$ cat src/rtl/exec_pkg.sv
// rtl/exec_pkg.sv - opcode, FSM state and APSR bit definitions shared by the execute stage
package exec_pkg;

  localparam logic [3:0] OP_ADD = 4'd0;
  localparam logic [3:0] OP_ADC = 4'd1;
  localparam logic [3:0] OP_SUB = 4'd2;
  localparam logic [3:0] OP_SBC = 4'd3;
  localparam logic [3:0] OP_RSB = 4'd4;
  localparam logic [3:0] OP_AND = 4'd5;
  localparam logic [3:0] OP_ORR = 4'd6;
  localparam logic [3:0] OP_EOR = 4'd7;
  localparam logic [3:0] OP_BIC = 4'd8;
  localparam logic [3:0] OP_MOV = 4'd9;
  localparam logic [3:0] OP_MVN = 4'd10;
  localparam logic [3:0] OP_CMP = 4'd11;
  localparam logic [3:0] OP_CMN = 4'd12;
  localparam logic [3:0] OP_TST = 4'd13;
  localparam logic [3:0] OP_TEQ = 4'd14;
  localparam logic [3:0] OP_MUL = 4'd15;

  typedef enum logic {
    ST_IDLE = 1'b0,
    ST_MUL  = 1'b1
  } exec_state_e;

  localparam int APSR_N = 4;
  localparam int APSR_Z = 3;
  localparam int APSR_C = 2;
  localparam int APSR_V = 1;
  localparam int APSR_Q = 0;

endpackage

$ cat src/rtl/exec_mul_iter.sv
// rtl/exec_mul_iter.sv - iterative multiplier retiring MUL_BITS multiplier bits per cycle
// done is combinational on the final step so the caller can register product on that same edge.
module exec_mul_iter #(
  parameter int MUL_BITS = 4
) (
  input  logic        clk,
  input  logic        rst,
  input  logic        start,
  input  logic [31:0] multiplicand,
  input  logic [31:0] multiplier,
  output logic        busy,
  output logic        done,
  output logic [31:0] product
);

  localparam int STEPS = 32 / MUL_BITS;
  localparam int CNT_W = $clog2(STEPS + 1);

  logic [31:0]      a_q;
  logic [31:0]      b_q;
  logic [31:0]      acc_q;
  logic [CNT_W-1:0] cnt_q;
  logic [31:0]      chunk;

  assign chunk   = {{(32-MUL_BITS){1'b0}}, b_q[MUL_BITS-1:0]};
  assign product = acc_q + a_q * chunk;
  assign done    = busy && (cnt_q == CNT_W'(1));

  always_ff @(posedge clk or posedge rst) begin
    if (rst) begin
      busy  <= 1'b0;
      a_q   <= '0;
      b_q   <= '0;
      acc_q <= '0;
      cnt_q <= '0;
    end else if (start && !busy) begin
      busy  <= 1'b1;
      a_q   <= multiplicand;
      b_q   <= multiplier;
      acc_q <= '0;
      cnt_q <= CNT_W'(STEPS);
    end else if (busy) begin
      acc_q <= product;
      b_q   <= b_q >> MUL_BITS;
      cnt_q <= cnt_q - CNT_W'(1);
      if (done)
        busy <= 1'b0;
    end
  end

endmodule

$ cat src/rtl/exec_wb_stage.sv
// rtl/exec_wb_stage.sv - execute/writeback stage: ALU, iterative MUL, reg_file write and APSR update
module exec_wb_stage
  import exec_pkg::*;
#(
  parameter int MUL_BITS = 4
) (
  input  logic        clk,
  input  logic        rst,
  input  logic        in_valid,
  output logic        in_ready,
  input  logic [3:0]  opcode,
  input  logic [31:0] oprand1,
  input  logic [31:0] oprand2,
  input  logic [3:0]  rd_addr_i,
  input  logic        set_flags,
  input  logic        shift_carry,
  input  logic        apsr_c,
  output logic        rf_w_en,
  output logic [3:0]  rd_addr,
  output logic [31:0] rd_data,
  output logic [4:0]  en_apsr,
  output logic [3:0]  apsr_nzcv
);

  exec_state_e state_q, state_d;
  logic        accept, mul_start, mul_busy, mul_done;
  logic [31:0] mul_product;
  logic [3:0]  mul_rd_q;
  logic        mul_sf_q;

  logic [31:0] add_x, add_y, logic_res, result;
  logic        add_cin, is_arith, is_logic, is_cmp, sf, ovf;
  logic [32:0] sum;
  logic [4:0]  en_alu;
  logic [3:0]  nzcv_alu;

  always_ff @(posedge clk or posedge rst) begin
    if (rst) state_q <= ST_IDLE;
    else     state_q <= state_d;
  end

  always_comb begin
    state_d = state_q;
    case (state_q)
      ST_IDLE: if (mul_start) state_d = ST_MUL;
      ST_MUL:  if (mul_done)  state_d = ST_IDLE;
      default: state_d = ST_IDLE;
    endcase
  end

  always_comb begin
    in_ready  = (state_q == ST_IDLE);
    accept    = in_valid && in_ready;
    mul_start = accept && (opcode == OP_MUL);
  end

  exec_mul_iter #(.MUL_BITS(MUL_BITS)) u_mul (
    .clk          (clk),
    .rst          (rst),
    .start        (mul_start),
    .multiplicand (oprand1),
    .multiplier   (oprand2),
    .busy         (mul_busy),
    .done         (mul_done),
    .product      (mul_product)
  );

  // Every subtract form is folded into a single 33-bit add so C and V come out uniformly.
  always_comb begin
    add_x     = oprand1;
    add_y     = oprand2;
    add_cin   = 1'b0;
    logic_res = '0;
    is_arith  = 1'b0;
    is_logic  = 1'b0;
    is_cmp    = 1'b0;
    case (opcode)
      OP_ADD: is_arith = 1'b1;
      OP_ADC: begin is_arith = 1'b1; add_cin = apsr_c; end
      OP_SUB: begin is_arith = 1'b1; add_y = ~oprand2; add_cin = 1'b1; end
      OP_SBC: begin is_arith = 1'b1; add_y = ~oprand2; add_cin = apsr_c; end
      OP_RSB: begin is_arith = 1'b1; add_x = oprand2; add_y = ~oprand1; add_cin = 1'b1; end
      OP_CMP: begin is_arith = 1'b1; is_cmp = 1'b1; add_y = ~oprand2; add_cin = 1'b1; end
      OP_CMN: begin is_arith = 1'b1; is_cmp = 1'b1; end
      OP_AND: begin is_logic = 1'b1; logic_res = oprand1 & oprand2; end
      OP_ORR: begin is_logic = 1'b1; logic_res = oprand1 | oprand2; end
      OP_EOR: begin is_logic = 1'b1; logic_res = oprand1 ^ oprand2; end
      OP_BIC: begin is_logic = 1'b1; logic_res = oprand1 & ~oprand2; end
      OP_MOV: begin is_logic = 1'b1; logic_res = oprand2; end
      OP_MVN: begin is_logic = 1'b1; logic_res = ~oprand2; end
      OP_TST: begin is_logic = 1'b1; is_cmp = 1'b1; logic_res = oprand1 & oprand2; end
      OP_TEQ: begin is_logic = 1'b1; is_cmp = 1'b1; logic_res = oprand1 ^ oprand2; end
      default: ;
    endcase
  end

  always_comb begin
    sum    = {1'b0, add_x} + {1'b0, add_y} + {32'b0, add_cin};
    ovf    = (add_x[31] == add_y[31]) && (sum[31] != add_x[31]);
    result = is_arith ? sum[31:0] : logic_res;
    sf     = set_flags || is_cmp;
    nzcv_alu = {result[31], result == 32'd0,
                is_arith ? sum[32] : shift_carry,
                is_arith ? ovf : 1'b0};
    en_alu         = '0;
    en_alu[APSR_N] = sf;
    en_alu[APSR_Z] = sf;
    en_alu[APSR_C] = sf;
    en_alu[APSR_V] = sf && is_arith;
  end

  always_ff @(posedge clk or posedge rst) begin
    if (rst) begin
      rf_w_en   <= 1'b0;
      rd_addr   <= '0;
      rd_data   <= '0;
      en_apsr   <= '0;
      apsr_nzcv <= '0;
      mul_rd_q  <= '0;
      mul_sf_q  <= 1'b0;
    end else begin
      rf_w_en <= 1'b0;
      en_apsr <= '0;
      if (mul_start) begin
        mul_rd_q <= rd_addr_i;
        mul_sf_q <= set_flags;
      end
      if (mul_done) begin
        rf_w_en   <= 1'b1;
        rd_addr   <= mul_rd_q;
        rd_data   <= mul_product;
        en_apsr   <= {mul_sf_q, mul_sf_q, 3'b000};
        apsr_nzcv <= {mul_product[31], mul_product == 32'd0, 2'b00};
      end else if (accept && (is_arith || is_logic)) begin
        rf_w_en   <= !is_cmp;
        rd_addr   <= rd_addr_i;
        rd_data   <= result;
        en_apsr   <= en_alu;
        apsr_nzcv <= nzcv_alu;
      end
    end
  end

endmodule

$ cat config.mk
export PLATFORM = sky130hd
export DESIGN_NAME = exec_wb_stage
export DESIGN_NICKNAME = d
export VERILOG_FILES = /design/src/rtl/exec_pkg.sv /design/src/rtl/exec_mul_iter.sv /design/src/rtl/exec_wb_stage.sv
export SDC_FILE = /design/constraint.sdc
export NUM_CORES = 1
export LEC_CHECK = 0
export BUFFER_PORTS_ARGS = -buffer_cell sky130_fd_sc_hd__buf_2
export CAP_MARGIN = 20
export CORE_MARGIN = 1
export CORE_UTILIZATION = 40
export CTS_CLUSTER_DIAMETER = 80
export CTS_CLUSTER_SIZE = 20
export DETAILED_ROUTE_END_ITERATION = 10
export GPL_TIMING_DRIVEN = 1
export RECOVER_POWER = 25
export SLEW_MARGIN = 10
export SYNTH_ARGS = -nofsm -noshare
export SYNTH_HDL_FRONTEND = slang
export SYNTH_SLANG_ARGS = --single-unit
$ cat constraint.sdc
create_clock -name clk -period 5.6 [get_ports clk]
set_input_delay 0.28 -clock clk [delete_from_list [all_inputs] [get_ports clk]]
set_output_delay 0.28 -clock clk [all_outputs]
set_load 0.05 [all_outputs]
* Word-level counts from Yosys, hierarchy flattened
Index checks and enable logic that the tools add are counted.
Word-level totals: register bits after elaboration 153, bits in latches 0, memory bits (writable) 0, memory bits (read-only) 0, bits of input ports 78, output and inout port bits 47, memories kept 0
Operators by class: $add $sub $neg 4, multiply operators 1, div/mod/pow operators 0, $lt $le $gt $ge 0, equal/unequal tests 18, shift operators 0, mux-type cells 31, bitwise logic cells 7, reduce and logical (&&, ||, !) cells 24
Operator list (count):
- $mux 32 | 8
- $pmux 32 s6 | 1
- $and 32x32->32 | 2
- $logic_not 32->1 | 2
- $not 32->32 | 2
- $pmux 32 s2 | 1
- $add 32x32->33 | 1
- $add 33x1->33 | 1
- $add 32x32->32 | 1
- $eq 4x4->1 const B | 8
- $mul 32x4->32 | 1
- $or 32x32->32 | 1
- $xor 32x32->32 | 1
- $mux 4 | 6
- $eq 4x3->1 const B | 4
- $mux 1 | 11
- $mux 5 | 2
- $eq 4x1->1 const B | 2
- $eq 4x2->1 const B | 2
- $reduce_or 8->1 | 1
- $logic_and 1x1->1 | 7
- $reduce_or 7->1 | 1
- $reduce_or 2->1 | 3
- $reduce_or 3->1 | 2
- 10 further kinds | 14

* Longest topological paths before layout
depth after elaboration 10, mapped depth 23

* Cells and area by module
Synthesis repeated with hierarchy kept, for this count alone.
Unflattened totals: cells, all modules 2038, area total of the unflattened synthesis 16266.9 µm²
Modules (own cells, without submodules):
- exec_mul_iter | times used 1, cells an instance 920, area an instance 8764.7 µm², sequential area each 2527.4 µm²
- exec_wb_stage | times used 1, cells an instance 1118, area an instance 7502.2 µm², sequential area each 1226.2 µm²

* Worst setup path after synthesis
Ideal clock, no wire load.
kind in2reg, start input opcode[2], end register apsr_nzcv[2], setup time 65 ps, data arrival time 5185 ps, required time 5535 ps, path slack 349 ps, stages 21, buffers on the path 5, cells stage by stage clkbuf_1 -> clkbuf_1 -> buf_1 -> nand3b_1 -> clkbuf_1 -> buf_1 -> a31oi_1 -> fa_1 -> inv_1 -> fa_1 -> a21o_1 -> a311o_2 -> a31o_1 -> a21oi_2 -> xnor2_1 -> a211o_1 -> or4_1 -> nor4_1 -> nand4_1 -> nor4_2 -> a31o_1
On the way: word-level cells in the longest chain between the ends 9, elaborated cells on any way between the ends 37
Ends and longest elaborated chain:
- from (decl) | line exec_wb_stage.sv:11 | input logic [3:0] opcode,
- $eq 4x4->1 / $eq 4x2->1 (equally long branches) | line exec_wb_stage.sv:77 | case (opcode)
- $reduce_or 3->1 (no source line)
- $pmux 32 s2 | line exec_wb_stage.sv:77
- $add 32x32->33 | line exec_wb_stage.sv:98 | sum = {1'b0, add_x} + {1'b0, add_y} + {32'b0, add_cin};
- $add 33x1->33 | line exec_wb_stage.sv:98
- $mux 32 | line exec_wb_stage.sv:100 | result = is_arith ? sum[31:0] : logic_res;
- $logic_not 32->1 | line exec_wb_stage.sv:102 | nzcv_alu = {result[31], result == 32'd0,
- $mux 4 | line exec_wb_stage.sv:134 | end else if (accept && (is_arith || is_logic)) begin
- $mux 4 | line exec_wb_stage.sv:128 | if (mul_done) begin
- to (signal assigned) | line exec_wb_stage.sv:133 | apsr_nzcv <= {mul_product[31], mul_product == 32'd0, 2'b00};
- to (signal assigned) | line exec_wb_stage.sv:139 | apsr_nzcv <= nzcv_alu;
- to (decl) | line exec_wb_stage.sv:22 | output logic [3:0] apsr_nzcv
Parallel ways exist; a longest one is shown, timed or not. The select of a mux whose other input is x is not followed. A chain may end at the register's enable or synchronous reset.

* Worst setup path in the final report
start register u_mul.b_q[1], end register apsr_nzcv[2]
On the way: word-level cells in the longest chain between the ends 4
Ends and longest elaborated chain:
- from (decl) | line exec_mul_iter.sv:20 | logic [31:0] b_q;
- from (signal assigned) | line exec_mul_iter.sv:39 | b_q <= multiplier;
- from (signal assigned) | line exec_mul_iter.sv:44 | b_q <= b_q >> MUL_BITS;
- $mul 32x4->32 | line exec_mul_iter.sv:26 | assign product = acc_q + a_q * chunk;
- $add 32x32->32 | line exec_mul_iter.sv:26
- $logic_not 32->1 | line exec_wb_stage.sv:133
- $mux 4 | line exec_wb_stage.sv:128
No other way between the ends.

==> out/metrics.yaml <==
status:
  outcome: "finished, violations left"
  violations: "capacitance limit, slew limit"
worst_setup_path:
  max_stage_delay_ns: 0.57
  cp_slowest_cell: "fa_1"
  worst-path-buf-inv: 2
  worstPathRequired_ns: 6.01
  critical_path.max_fanout: 11
  worstPathCellList: "nand2_1, fa_1, fa_1, fa_1, inv_1, ha_1, a211oi_1, nor4b_2, buf_4, o311a_1, o211ai_1, a31oi_1, or3_1, a2111o_1, nor4_2, nand4_1, o21ai_1, a31o_1"
  critPathTopFamily: "compound AO/OA/AOI/OAI gates"
  end_kind: "flip-flop"
  crit_arrival_ns: 5.78
  cpMostUsedCell: "fa_1"
  start_kind: "flip-flop"
  critical_path_class: "flip-flop to flip-flop"
synthesis:
  synth_fp_nets: 2361
  synth_top_area_share_pct: 23.0
  syn_area_um2: 16300
  synth_area_leaders: "dfrtp_1 (23%), fa_1 (11%), ha_1 (7.7%)"
  synth-main-ff-cell: "dfrtp_1"
  synth_area_per_cell_um2: 7.78
  yosysMostFrequentCell: "nand2_1"
  synthTopCellsByCount: "nand2_1 (271), inv_1 (230), o21ai_0 (229)"
  yosys_warnings: 0
  synth.distinct_cells: 84
  synth.ff_latch_count: 150
  synth_top_area_cell: "dfrtp_1"
  synth_edf_count: 0
  synthCells: 2095
  ys_seq_area_share_pct: 23.0
  synthArstFlopShare_pct: 100
sta:
  rsz0062_at_grt: "false"
  hold_violations: 0
  max_freq_ghz: 0.186
  setup_viol: 0
  fin_crit_sh_pct: 96.0
  fin_worst_skew_ns: 0.0113
  max_slew.worst_pin.slew_ns: 2.92
  tns_ns: 0
  maxSlewViolCount: 60
  min_period_ns: 5.38
  setup_ws_ns: 0.223
  maxSlewHeadroom_pct: -95.4
clocking:
  clockRootBuffer: "clkbuf_16"
  clk_pin_slew_ns: 0.07
  h-tree-depth: 4
  clockBufferDepth: 2
  numCtsBuffers: 17
  cts_tree: "built"
  clock_latency_ns: 0.47
  cts_sinks: 150
pwr:
  p_seq_share_pct: 29.4
  p_leak_nw: 8.47
  switchingPower_mw: 2.42
  p_int_mw: 2.81
  p_per_area_nw_per_um2: 288
  p_total_mw: 5.23
  power_frac_clock_pct: 23.2
  switching_share_pct: 46.3
  combPwrFrac_pct: 47.5
  vdd_drop_max_v: 0.000240
finish:
  ff_latch_area_um2: 3760
  fillerInstances: 4037
  nets: 2437
  drive_above_1_share_pct: 12.2
  insertedDiodeCount: 0
  area_growth_pct: 11.4
  multi_input_area_um2: 11200
route:
  first_pass_iters: 5
  routedWlPerCell_um: 19.9
  detail-route-antenna-nets: 0
  via_per_inst: 5.59
  drc: 0
  drt_iter0_drc: 1366
  dr_total_vias: 15100
  routed_wl_um: 53800
hold_path:
  hold_class: "input port to flip-flop"
placement:
  gp_congestion: 0.948
  hpwl_um: 40900
  io_buffers: 123
  preCtsSetupSlack_ns: 0.0631
global_routing:
  grt_pass1_vias: 14800
  grt_pass1_wl_um: 85300
  track_usage_pct: 26.6
  grt_max_degree: 98
  antenna_found_initial: 0
  grt.overflow.total: 0
run:
  drv_cap: 1
die:
  start_util_pct: 40.8
  die_y_um: 204
  core_um2: 39900
  pin_count: 125
  die_x_um: 204
  die-area_um2: 41600
  row_count: 73
## power by group through the flow
| stage | clock network [mW] | logic [mW] | registers, mW |
|---|---|---|---|
| floorplan | 0 | 1.31 | 1.95 |
| global placement | 0 | 2.45 | 1.54 |
| detailed placement | 0 | 2.47 | 1.55 |
| CTS | 1.23 | 2.48 | 1.53 |
| global route | 1.27 | 2.71 | 1.57 |
| finish | 1.21 | 2.48 | 1.54 |
## placed cells by master, fill, tap and decap left out, types with 10 or more instances in the layout
cell type	netlist	final
and2_1	121	120
nand3_1	37	37
mux2_2	34	34
o22ai_1	13	13
buf_2	3	94
nand2b_1	17	17
ha_1	100	98
nand4_1	26	26
nor3_1	25	25
buf_4	3	59
clkbuf_1	109	30
o21ai_0	229	226
nand2_1	271	271
xor2_1	17	17
clkbuf_16	0	17
a22oi_1	12	12
mux2i_1	23	23
xnor2_1	51	51
fa_1	88	88
o31ai_1	18	18
inv_1	230	229
a31oi_1	31	31
dfrtp_1	150	147
a22o_1	10	10
o211ai_1	24	24
nor2_1	111	110
a21oi_1	127	127
and3_1	13	13
a21o_1	24	24
## per-layer routing
layer  up-vias  global-route usage [%]  share of wire, %
met3        62                    3.40               5.5
met2       467                    41.8                45
met5         -                       0                 0
li1       7306                       -                 -
met1      7296                    38.4                48
met4         0                    6.93               1.9
## state kept, by name (all words and copies together) (netlist names)
register / count
rd_data: 32
u_mul.a_q: 32
u_mul.acc_q: 32
u_mul.b_q: 32
mul_rd_q: 4
rd_addr: 4
u_mul.cnt_q: 4
apsr_nzcv: 3
en_apsr: 3
mul_sf_q: 1
rf_w_en: 1
state_q: 1
u_mul.busy: 1
## what timing repair did
item / in CTS / in global routing
resized for setup: 0 / 13
hold buffers: 2 / 0
endpoints found under the setup margin: 0 / 1
setup buffers: 0 / 1
hold endpoints to repair: 58 / 0
## area by class of cell
cell class              count  share of cell area (%)
well taps                 525                    3.62
inverters                 232                    4.80
repair buffers            186                    5.96
multi-input cells        1584                    61.7
clock inverters            13                   0.813
clock buffers              19                    2.44
flip-flops and latches    150                    20.7
## stage by stage
stage	area [um^2]	hold slack, ns	std cells	utilization (%)
6_report	18200	0.0187	2709	45.5
5_1_grt	18200	0.0235	2709	45.5
4_1_cts	18100	0.000645	2708	45.5
3_5_place_dp	17500	0.395	2674	43.9
3_3_place_gp	17500	0.398	2674	43.9
2_1_floorplan	16300	0.385	2095	-
## cell families (layout without fill, tap and decap cells)
logic type | count (synthesis) | after routing | synth area share (%)
adders and majority gates | 188 | 188 | 18.5
other | 1 | 1 | 0.0230
muxes | 57 | 57 | 3.76
AOI/OAI and AO/OA | 575 | 575 | 21.4
and+or+nand+nor | 695 | 695 | 20.9
buffers and inverters | 361 | 450 | 8.73
DFF | 150 | 150 | 23.0
xor gates and xnor gates | 68 | 68 | 3.65
## worst register-to-register path: stages (launching register included)
cell and delay [ns]:
dfrtp_2 0.46, nand2_1 0.11, fa_1 0.57, fa_1 0.43
fa_1 0.49, inv_1 0.04, ha_1 0.25, a211oi_1 0.40
nor4b_2 0.12, buf_4 0.17, o311a_1 0.35, o211ai_1 0.33
a31oi_1 0.18, or3_1 0.35, a2111o_1 0.42, nor4_2 0.27
nand4_1 0.14, o21ai_1 0.14, a31o_1 0.11
## path summary, 6_finish.rpt
check / end / startpoint / slack (ns) / depth (start not counted)
setup / recovery: apsr_nzcv[2] / u_mul.b_q[1] / 0.22 / 18
hold / removal: mul_rd_q[3] / rd_addr_i[3] / 0.02 / 3
setup reg to reg: apsr_nzcv[2] / u_mul.b_q[1] / 0.22 / 18
hold reg to reg: u_mul.b_q[0] / u_mul.b_q[4] / 0.48 / 2
max in group asynchronous: u_mul.b_q[1] / rst / 2.60 / 4
min in group asynchronous: u_mul.cnt_q[1] / rst / 1.19 / 3
(Power assumes the default switching activity.)
